<file path="config.mk">
export PLATFORM = sky130hd
export DESIGN_NAME = max7219_sched
export DESIGN_NICKNAME = d
export VERILOG_FILES = /design/src/rtl/max7219_pkg.sv /design/src/rtl/max7219_shift.sv /design/src/rtl/max7219_sched.sv
export SDC_FILE = /design/constraint.sdc
export NUM_CORES = 1
export LEC_CHECK = 0
export CAP_MARGIN = 20
export CELL_PAD_IN_SITES_DETAIL_PLACEMENT = 1
export CELL_PAD_IN_SITES_GLOBAL_PLACEMENT = 1
export CORE_ASPECT_RATIO = 0.7
export CORE_UTILIZATION = 40
export CTS_CLUSTER_SIZE = 40
export DETAILED_ROUTE_END_ITERATION = 7
export GPL_TIMING_DRIVEN = 0
export PLACE_DENSITY_LB_ADDON = 0.1
export SLEW_MARGIN = 25
export SYNTH_ARGS = -nofsm -noshare
export SYNTH_HDL_FRONTEND = slang
export SYNTH_SLANG_ARGS = --single-unit
</file>
<file path="constraint.sdc">
create_clock -name i_clk -period 4.2 [get_ports i_clk]
set_input_delay 0.42 -clock i_clk [delete_from_list [all_inputs] [get_ports i_clk]]
set_output_delay 0.42 -clock i_clk [all_outputs]
set_load 0.02 [all_outputs]
</file>
<file path="src/rtl/max7219_pkg.sv">
// MAX7219 register map, scheduler states and power-up word ROM
// shared by the display scheduler and its serializer.
package max7219_pkg;

  localparam logic [7:0] NOOP      = 8'h00;
  localparam logic [7:0] DIGIT0    = 8'h01;
  localparam logic [7:0] DECODE    = 8'h09;
  localparam logic [7:0] INTENSITY = 8'h0A;
  localparam logic [7:0] SCANLIM   = 8'h0B;
  localparam logic [7:0] SHUTDOWN  = 8'h0C;
  localparam logic [7:0] TEST      = 8'h0F;

  localparam int INIT_LAST = 4;

  typedef enum logic [1:0] {
    ST_IDLE,
    ST_INIT,
    ST_INTENSITY,
    ST_REFRESH
  } state_t;

  function automatic logic [15:0] init_word(
    input logic [2:0] idx,
    input logic [3:0] inten
  );
    unique case (idx)
      3'd0:    init_word = {SHUTDOWN, 8'h01};
      3'd1:    init_word = {DECODE, 8'h00};
      3'd2:    init_word = {SCANLIM, 8'h07};
      3'd3:    init_word = {INTENSITY, 4'h0, inten};
      default: init_word = {TEST, 8'h00};
    endcase
  endfunction

endpackage

</file>
<file path="src/rtl/max7219_shift.sv">
// 16-bit MSB-first serializer for the MAX7219 three-wire bus;
// one word per start, done pulses with the LOAD rising edge.
module max7219_shift #(
  parameter int CLK_DIV = 2
) (
  input  logic        i_clk,
  input  logic        i_reset_n,
  input  logic [15:0] i_word,
  input  logic        i_start,
  output logic        o_ready,
  output logic        o_done,
  output logic        o_serial_load,
  output logic        o_serial_dout,
  output logic        o_serial_clk
);

  localparam int DW = (CLK_DIV > 1) ? $clog2(CLK_DIV) : 1;
  localparam logic [DW-1:0] DIV_MAX = DW'(CLK_DIV - 1);

  logic          busy;
  logic          tail;
  logic [DW-1:0] div;
  logic [3:0]    bitn;
  logic [15:0]   sr;

  assign o_ready = !busy;

  always_ff @(posedge i_clk) begin
    if (!i_reset_n) begin
      busy          <= 1'b0;
      tail          <= 1'b0;
      div           <= '0;
      bitn          <= '0;
      sr            <= '0;
      o_done        <= 1'b0;
      o_serial_load <= 1'b1;
      o_serial_clk  <= 1'b0;
      o_serial_dout <= 1'b0;
    end else begin
      o_done <= 1'b0;
      if (!busy) begin
        if (i_start) begin
          busy          <= 1'b1;
          tail          <= 1'b0;
          div           <= '0;
          bitn          <= 4'd15;
          sr            <= {i_word[14:0], 1'b0};
          o_serial_dout <= i_word[15];
          o_serial_load <= 1'b0;
          o_serial_clk  <= 1'b0;
        end
      end else if (tail) begin
        busy          <= 1'b0;
        tail          <= 1'b0;
        o_done        <= 1'b1;
        o_serial_load <= 1'b1;
        o_serial_dout <= 1'b0;
      end else if (div != DIV_MAX) begin
        div <= div + 1'b1;
      end else begin
        div <= '0;
        if (!o_serial_clk) begin
          o_serial_clk <= 1'b1;
        end else begin
          o_serial_clk <= 1'b0;
          // one extra clk-low cycle after bit 0 before LOAD rises
          if (bitn == 4'd0) begin
            tail <= 1'b1;
          end else begin
            bitn          <= bitn - 4'd1;
            o_serial_dout <= sr[15];
            sr            <= {sr[14:0], 1'b0};
          end
        end
      end
    end
  end

endmodule

</file>
<file path="src/rtl/max7219_sched.sv">
// Desk-clock MAX7219 update scheduler: power-up init, then
// intensity-over-refresh arbitration between whole sequences.
import max7219_pkg::*;

module max7219_sched #(
  parameter int         CLK_DIV        = 2,
  parameter logic [3:0] INIT_INTENSITY = 4'h7
) (
  input  logic        i_clk,
  input  logic        i_reset_n,
  input  logic        i_update_stb,
  input  logic [63:0] i_digits,
  input  logic [3:0]  i_intensity,
  output logic        o_serial_load,
  output logic        o_serial_dout,
  output logic        o_serial_clk,
  output logic        o_busy
);

  state_t      state;
  state_t      nstate;
  logic [2:0]  idx;
  logic [2:0]  nidx;
  logic [63:0] snap;
  logic [3:0]  shadow;
  logic [3:0]  shadow_d;
  logic        shadow_en;
  logic        snap_en;
  logic        pend_clr;
  logic        refresh_pend;
  logic        boot;
  logic        int_pend;
  logic [15:0] word;
  logic        start;
  logic        sh_ready;
  logic        sh_done;

  assign int_pend = (i_intensity != shadow);
  assign o_busy   = (state != ST_IDLE) | refresh_pend | int_pend;

  max7219_shift #(
    .CLK_DIV(CLK_DIV)
  ) u_shift (
    .i_clk         (i_clk),
    .i_reset_n     (i_reset_n),
    .i_word        (word),
    .i_start       (start),
    .o_ready       (sh_ready),
    .o_done        (sh_done),
    .o_serial_load (o_serial_load),
    .o_serial_dout (o_serial_dout),
    .o_serial_clk  (o_serial_clk)
  );

  always_ff @(posedge i_clk) begin
    if (!i_reset_n) begin
      state        <= ST_IDLE;
      idx          <= '0;
      snap         <= '0;
      shadow       <= INIT_INTENSITY;
      refresh_pend <= 1'b0;
      boot         <= 1'b1;
    end else begin
      state        <= nstate;
      idx          <= nidx;
      refresh_pend <= i_update_stb | (refresh_pend & !pend_clr);
      if (snap_en)   snap   <= i_digits;
      if (shadow_en) shadow <= shadow_d;
      if (nstate == ST_INIT) boot <= 1'b0;
    end
  end

  // first word of each sequence is issued in the cycle that leaves
  // IDLE, later words in the cycle the previous one is latched
  always_comb begin
    nstate    = state;
    nidx      = idx;
    word      = '0;
    start     = 1'b0;
    snap_en   = 1'b0;
    shadow_en = 1'b0;
    shadow_d  = shadow;
    pend_clr  = 1'b0;
    unique case (state)
      ST_IDLE: begin
        if (sh_ready) begin
          if (boot) begin
            nstate    = ST_INIT;
            nidx      = '0;
            word      = init_word(3'd0, INIT_INTENSITY);
            start     = 1'b1;
            shadow_en = 1'b1;
            shadow_d  = INIT_INTENSITY;
          end else if (int_pend) begin
            nstate    = ST_INTENSITY;
            word      = {INTENSITY, 4'h0, i_intensity};
            start     = 1'b1;
            shadow_en = 1'b1;
            shadow_d  = i_intensity;
          end else if (refresh_pend) begin
            nstate   = ST_REFRESH;
            nidx     = '0;
            word     = {DIGIT0, i_digits[7:0]};
            start    = 1'b1;
            snap_en  = 1'b1;
            pend_clr = 1'b1;
          end
        end
      end
      ST_INIT: begin
        if (sh_done) begin
          if (idx == 3'(INIT_LAST)) begin
            nstate   = ST_REFRESH;
            nidx     = '0;
            word     = {DIGIT0, i_digits[7:0]};
            start    = 1'b1;
            snap_en  = 1'b1;
            pend_clr = 1'b1;
          end else begin
            nidx  = idx + 3'd1;
            word  = init_word(nidx, INIT_INTENSITY);
            start = 1'b1;
          end
        end
      end
      ST_REFRESH: begin
        if (sh_done) begin
          if (idx == 3'd7) begin
            nstate = ST_IDLE;
          end else begin
            nidx  = idx + 3'd1;
            word  = {DIGIT0 + {5'd0, nidx}, snap[{nidx, 3'b000} +: 8]};
            start = 1'b1;
          end
        end
      end
      ST_INTENSITY: begin
        if (sh_done) nstate = ST_IDLE;
      end
      default: nstate = ST_IDLE;
    endcase
  end

endmodule
</file>
==> results of run 1 <==
## metal layers
| metal | global-route usage [%] | part of all wire (%) | vias to the layer above |
|---|---|---|---|
| met3 | 4.992 | 5.6 | 19 |
| met5 | 0 | 0 | - |
| li1 | - | - | 2177 |
| met1 | 37.23 | 48 | 2304 |
| met2 | 44.04 | 46 | 140 |
| met4 | 6.461 | 1.2 | 0 |
## sequential cells by signal, summed over array words and instances, names as in the netlist
register,count
u_shift.busy,1
boot,1
u_shift.bitn,4
shadow,4
u_shift.o_serial_dout,1
state,2
idx,3
u_shift.div,1
refresh_pend,1
u_shift.o_serial_load,1
u_shift.sr,15
snap,64
u_shift.o_done,1
u_shift.tail,1
u_shift.o_serial_clk,1
## stage by stage
step                      hold slack [ns]  instances
after floorplan                    0.4286        566
after global placement             0.4344        797
after detailed placement           0.4439        797
after CTS                          0.4533        810
after global routing               0.4697        810
final                              0.4525        810
## synth_stat cells, drive strengths merged, types with 3 or more instances
cell	count
nor3	17
o21ai	18
a31oi	3
ha	9
a221oi	10
o31ai	6
clkbuf	17
mux4	16
nor2	22
a311oi	5
nand2	154
a211oi	4
o22ai	3
buf	24
mux2i	4
xnor2	7
a21oi	89
nand3	6
nor4	3
inv	9
dfxtp	101
## power by group
part / switching [uW] / internal (uW) / total (uW)
sequential: 99.3 / 1070 / 1170
combinational: 590 / 393 / 983
clock: 378 / 395 / 773
total: 1070 / 1860 / 2920
## logic make-up (layout without fill, tap and decap cells)
kind of cell	Yosys count	count (layout)	synth area share, %
flops	101	101	41.33
simple gates	221	221	19.69
buf+inv	50	137	5.575
compound gates	157	157	20.64
xor+xnor	8	8	2.276
mux	20	20	8.184
fa+ha+maj	9	9	2.302
## worst max-delay path, cell delays in order, from the launching register on
cell and delay (ns):
dfxtp_1 0.42, clkbuf_1 0.54, buf_2 0.39, inv_1 0.19, ha_1 0.33, buf_4 0.23
buf_6 0.22, mux4_2 0.59, mux2i_1 0.19, nor3_1 0.07, a221oi_1 0.29, a21oi_1 0.12
## path summary, 6_finish.rpt
check            from            end  slack (ns)
max reg2reg    idx[0]  u_shift.sr[7]        0.50
min reg2reg  snap[49]       snap[49]        0.45
max            idx[0]  u_shift.sr[7]        0.50
min          snap[49]       snap[49]        0.45
## cell type report
cell class / count / area [um^2]
inverter: 9 / 33.78
sequential: 101 / 2022
buffer: 41 / 239.0
tap: 157 / 196.4
multi-input combinational: 415 / 2597
fill: 1414 / 5727
clock buffer: 10 / 229.0
timing repair buffer: 74 / 740.7
clock inverter: 3 / 23.77
==> metrics.txt, run 1 <==
status=finished, final reports clean; Final #Nets=731; final number of max-transition violations=0; DR WL/cell=20.24 um; drt total wl=16.39 mm; IO Pins=75; initial antenna violation count=0; Clock Tree Root=clkbuf_16; P&R area growth vs syn=24.32%; grt total ovfl=0; post-placement cell area=5829 um^2; share of layout cells above drive strength 1=11.03%; Tmin final=3.701 ns; post-synthesis net count=646; Place WS=0.5931 ns; port bufs=74; post-DP HPWL=12.33 mm; pwr dens=480.5 nW/um^2; worst r2r path cells=11; global-route wire length before repair=25.74 mm; # Max-Cap Violations=0; setup violators final=0; post-route ant nets=0; die span in y=94.53 um; unrepaired setup endpoints after global routing=no; CTS max path bufs=2; row cnt=33; Avg Cell Area, Syn=8.643 um^2; PnR worst setup slack=0.4986 ns; ys async rst share=0%; most common cell after layout, fill and taps aside=nand2_1; Startpoint Class=register; f_max=270.2 MHz; Placer Congestion=0.8597; Via Count=4,640; number of diodes=0; Final Util=51.50%; Core Area=11,810 um^2; Most used DFF post-synth=dfxtp_1; clock slew at reported path FFs=0.07 ns; largest cells by area after synthesis=dfxtp_1, nand2_1, a21oi_1; Final Power=2923 uW; Worst Hold Depth=2; Synth Cell Area=4892 um^2; Yosys warnings=0; Worst EP arrival=3.93 ns; commonest cells after routing, fill and taps aside=nand2_1, dfxtp_1, a21oi_1; Worst VDD drop=0.2378 mV; Initial Util=41.43%; cell count after synthesis=566; leading area contributor after synthesis=dfxtp_1; Slew headroom=44.07%; Final Hold Fails=0; Yosys top cell area share=41.33%; Worst EP required=4.43 ns; #FFs+latches synth=101; Design Area, Final=6082 um^2; critical path type=register to register; total track usage=27.06%; setup TNS=0 ns; crit-path max FO=10; fin crit share=88.13%; Min-Delay Path Class=register to register; CTS Buf Count=9; CTS resizes=0; largest net degree at the start of global routing=16; die area=12,680 um^2; clock sinks=101; CTS tree=built; vias per cell=5.728; number of synthesized flops with an enable pin=0; Post-CTS Setup Bufs=0; H-Tree Depth=3; clk_skew=0.01014 ns; Hold-fix buffers, CTS=0; initial DRC count=301; Setup crit end kind=register; die width=134.2 um; Clock Latency Late Sink=0.35 ns; Leak=0.002039 uW; sequential cell area fraction in the yosys report=41.33%; post-synth cell types=62; DRC=0; drt pass-1 iters=4; worst slew pin tran=0.8361 ns; vias in the first global route=4,753
Note: power is estimated with default switching activity, not from simulation.
==> run 2: changes to the inputs <==
--- a/config.mk
+++ b/config.mk
@@ -13,7 +13,7 @@
 export CTS_CLUSTER_SIZE = 40
 export DETAILED_ROUTE_END_ITERATION = 7
 export GPL_TIMING_DRIVEN = 0
-export PLACE_DENSITY_LB_ADDON = 0.1
+export PLACE_DENSITY_LB_ADDON = 0.05
 export SLEW_MARGIN = 25
 export SYNTH_ARGS = -nofsm -noshare
 export SYNTH_HDL_FRONTEND = slang
==> run 2 against run 1 <==
Clock power is 3.2% higher. Register-to-register slack improved by 0.15 ns. Sequential cell count did not move. First-iteration DRC count is 21% lower. Global-route usage down 1.2 points. Critical path depth unchanged. Routed wire length fell by 4.1%. Hold slack improved by 0.0013 ns. Clock skew decreased by 0.0018 ns. Critical endpoint is now u_shift.sr[6].
==> metrics.txt, run 2 (synthesis results as in run 1) <==
Min-Delay Path Class=register to register; Regs by FF count=snap: 64 flops, u_shift.sr: 15 flops; DRC=0; P&R area growth vs syn=24.76%; grt total ovfl=0; largest net degree at the start of global routing=17; Worst Hold Depth=2; sw power=1056 uW; CTS Buf Count=9; Clock Tree Root=clkbuf_16; IO Pins=75; critical path type=register to register; Post-CTS Setup Bufs=0; DR WL/cell=19.35 um; Leak=0.002059 uW; share of layout cells above drive strength 1=11.30%; vias per cell=5.589; total track usage=25.87%; H-Tree Depth=3; Hold-fix buffers, CTS=0; CTS resizes=0; pwr dens=480.9 nW/um^2; number of diodes=0; Clock Latency Late Sink=0.35 ns; area of the multi-input gates=2597 um^2; switching share of power=35.98%; Via Count=4,538; global-route wire length before repair=24.56 mm; Setup crit end kind=register; # Max-Cap Violations=0; die span in y=94.53 um; status=finished, final reports clean; Slew headroom=49.15%; worst slew pin tran=0.7601 ns; initial antenna violation count=0; most common cell after layout, fill and taps aside=nand2_1; Startpoint Class=register; clock sinks=101; Place WS=0.6083 ns; Placer Congestion=0.8482; initial DRC count=238; f_max=281.4 MHz; drt pass-1 iters=4; row cnt=33; final number of max-transition violations=0; CTS max path bufs=2; sequential share of power=39.6%; Hold Startpoint=snap[49]; Core Area=11,810 um^2; post-DP HPWL=12.02 mm; max FFs per register=64; share of total power in the clock network=27.2%; crit-path max FO=10; Worst VDD drop=0.2425 mV; post-route ant nets=0; CTS tree=built; CP Launch Point=idx[0]; Worst R2R Start=idx[0]; die area=12,680 um^2; Worst EP required=4.43 ns; R2R Setup Slk=0.65 ns; vias in the first global route=4,537; worst r2r path cells=11; Initial Util=41.43%; post-placement cell area=5829 um^2; setup violators final=0; die width=134.2 um; clk_skew=0.008325 ns; PnR worst setup slack=0.6459 ns; clock slew at reported path FFs=0.07 ns; Final #Nets=731; Worst EP arrival=3.79 ns; fin crit share=84.62%; commonest cells after routing, fill and taps aside=nand2_1, dfxtp_1, a21oi_1; logic gate share of total power=33.2%; port bufs=74; drt total wl=15.71 mm; FF-to-FF End=u_shift.sr[6]; Tmin final=3.554 ns; Worst Setup EP=u_shift.sr[6]; sequential standard cell area=2022 um^2; most flop-heavy register=snap; Int Pwr=1879 uW; filler instances=1,407; Design Area, Final=6103 um^2; setup TNS=0 ns; unrepaired setup endpoints after global routing=no; Final Hold Fails=0
## run 2: critical path: stages, from the launching register on
cell and delay (ns):
dfxtp_1 0.39, clkbuf_1 0.53, buf_2 0.40, inv_1 0.17, ha_1 0.31, buf_4 0.22, buf_6 0.22, mux4_2 0.59
mux2i_1 0.20, nor3_1 0.07, a221oi_1 0.24, a21oi_1 0.11
## run 2: per-stage QoR
stage	total power, uW	cells	hold slack, ns	util [%]
final	2935	812	0.4538	51.68
after detailed placement	2147	797	0.4435	49.36
after global placement	2106	797	0.4361	49.36
after floorplan	1827	566	0.4286	-
after CTS	2937	812	0.4530	51.68
after global routing	3077	812	0.4696	51.68
## run 2: how the worst min path moves through the flow
| stage | slack (ns) | end |
|---|---|---|
| floorplan | 0.43 | snap[0] |
| global placement | 0.44 | snap[58] |
| detailed placement | 0.44 | snap[49] |
| CTS | 0.45 | snap[49] |
| global route | 0.47 | snap[46] |
| finish | 0.45 | snap[49] |
## run 2: layout make-up
class | instances | share of cell area [%]
sequential | 101 | 33.13
clock buffer | 11 | 3.977
clock inverter | 4 | 0.5125
timing repair buffer | 74 | 12.14
inverter | 9 | 0.5535
multi-input combinational | 415 | 42.56
buffer | 41 | 3.916
tap | 157 | 3.219
## run 2: power by group through the flow
stage          registers (uW)  clock network (uW)  logic (uW)
5_1_grt                  1180                 844        1060
4_1_cts                  1160                 808         966
6_report                 1160                 798         974
3_3_place_gp             1180                   0         930
3_5_place_dp             1180                   0         964
2_1_floorplan            1160                   0         668
## run 2: metal layers
layer  track usage [%]  wire length, um
met1             36.27             7497
met2             41.49             7006
met3             4.831             1076
met4             5.431              133
met5                 0                0
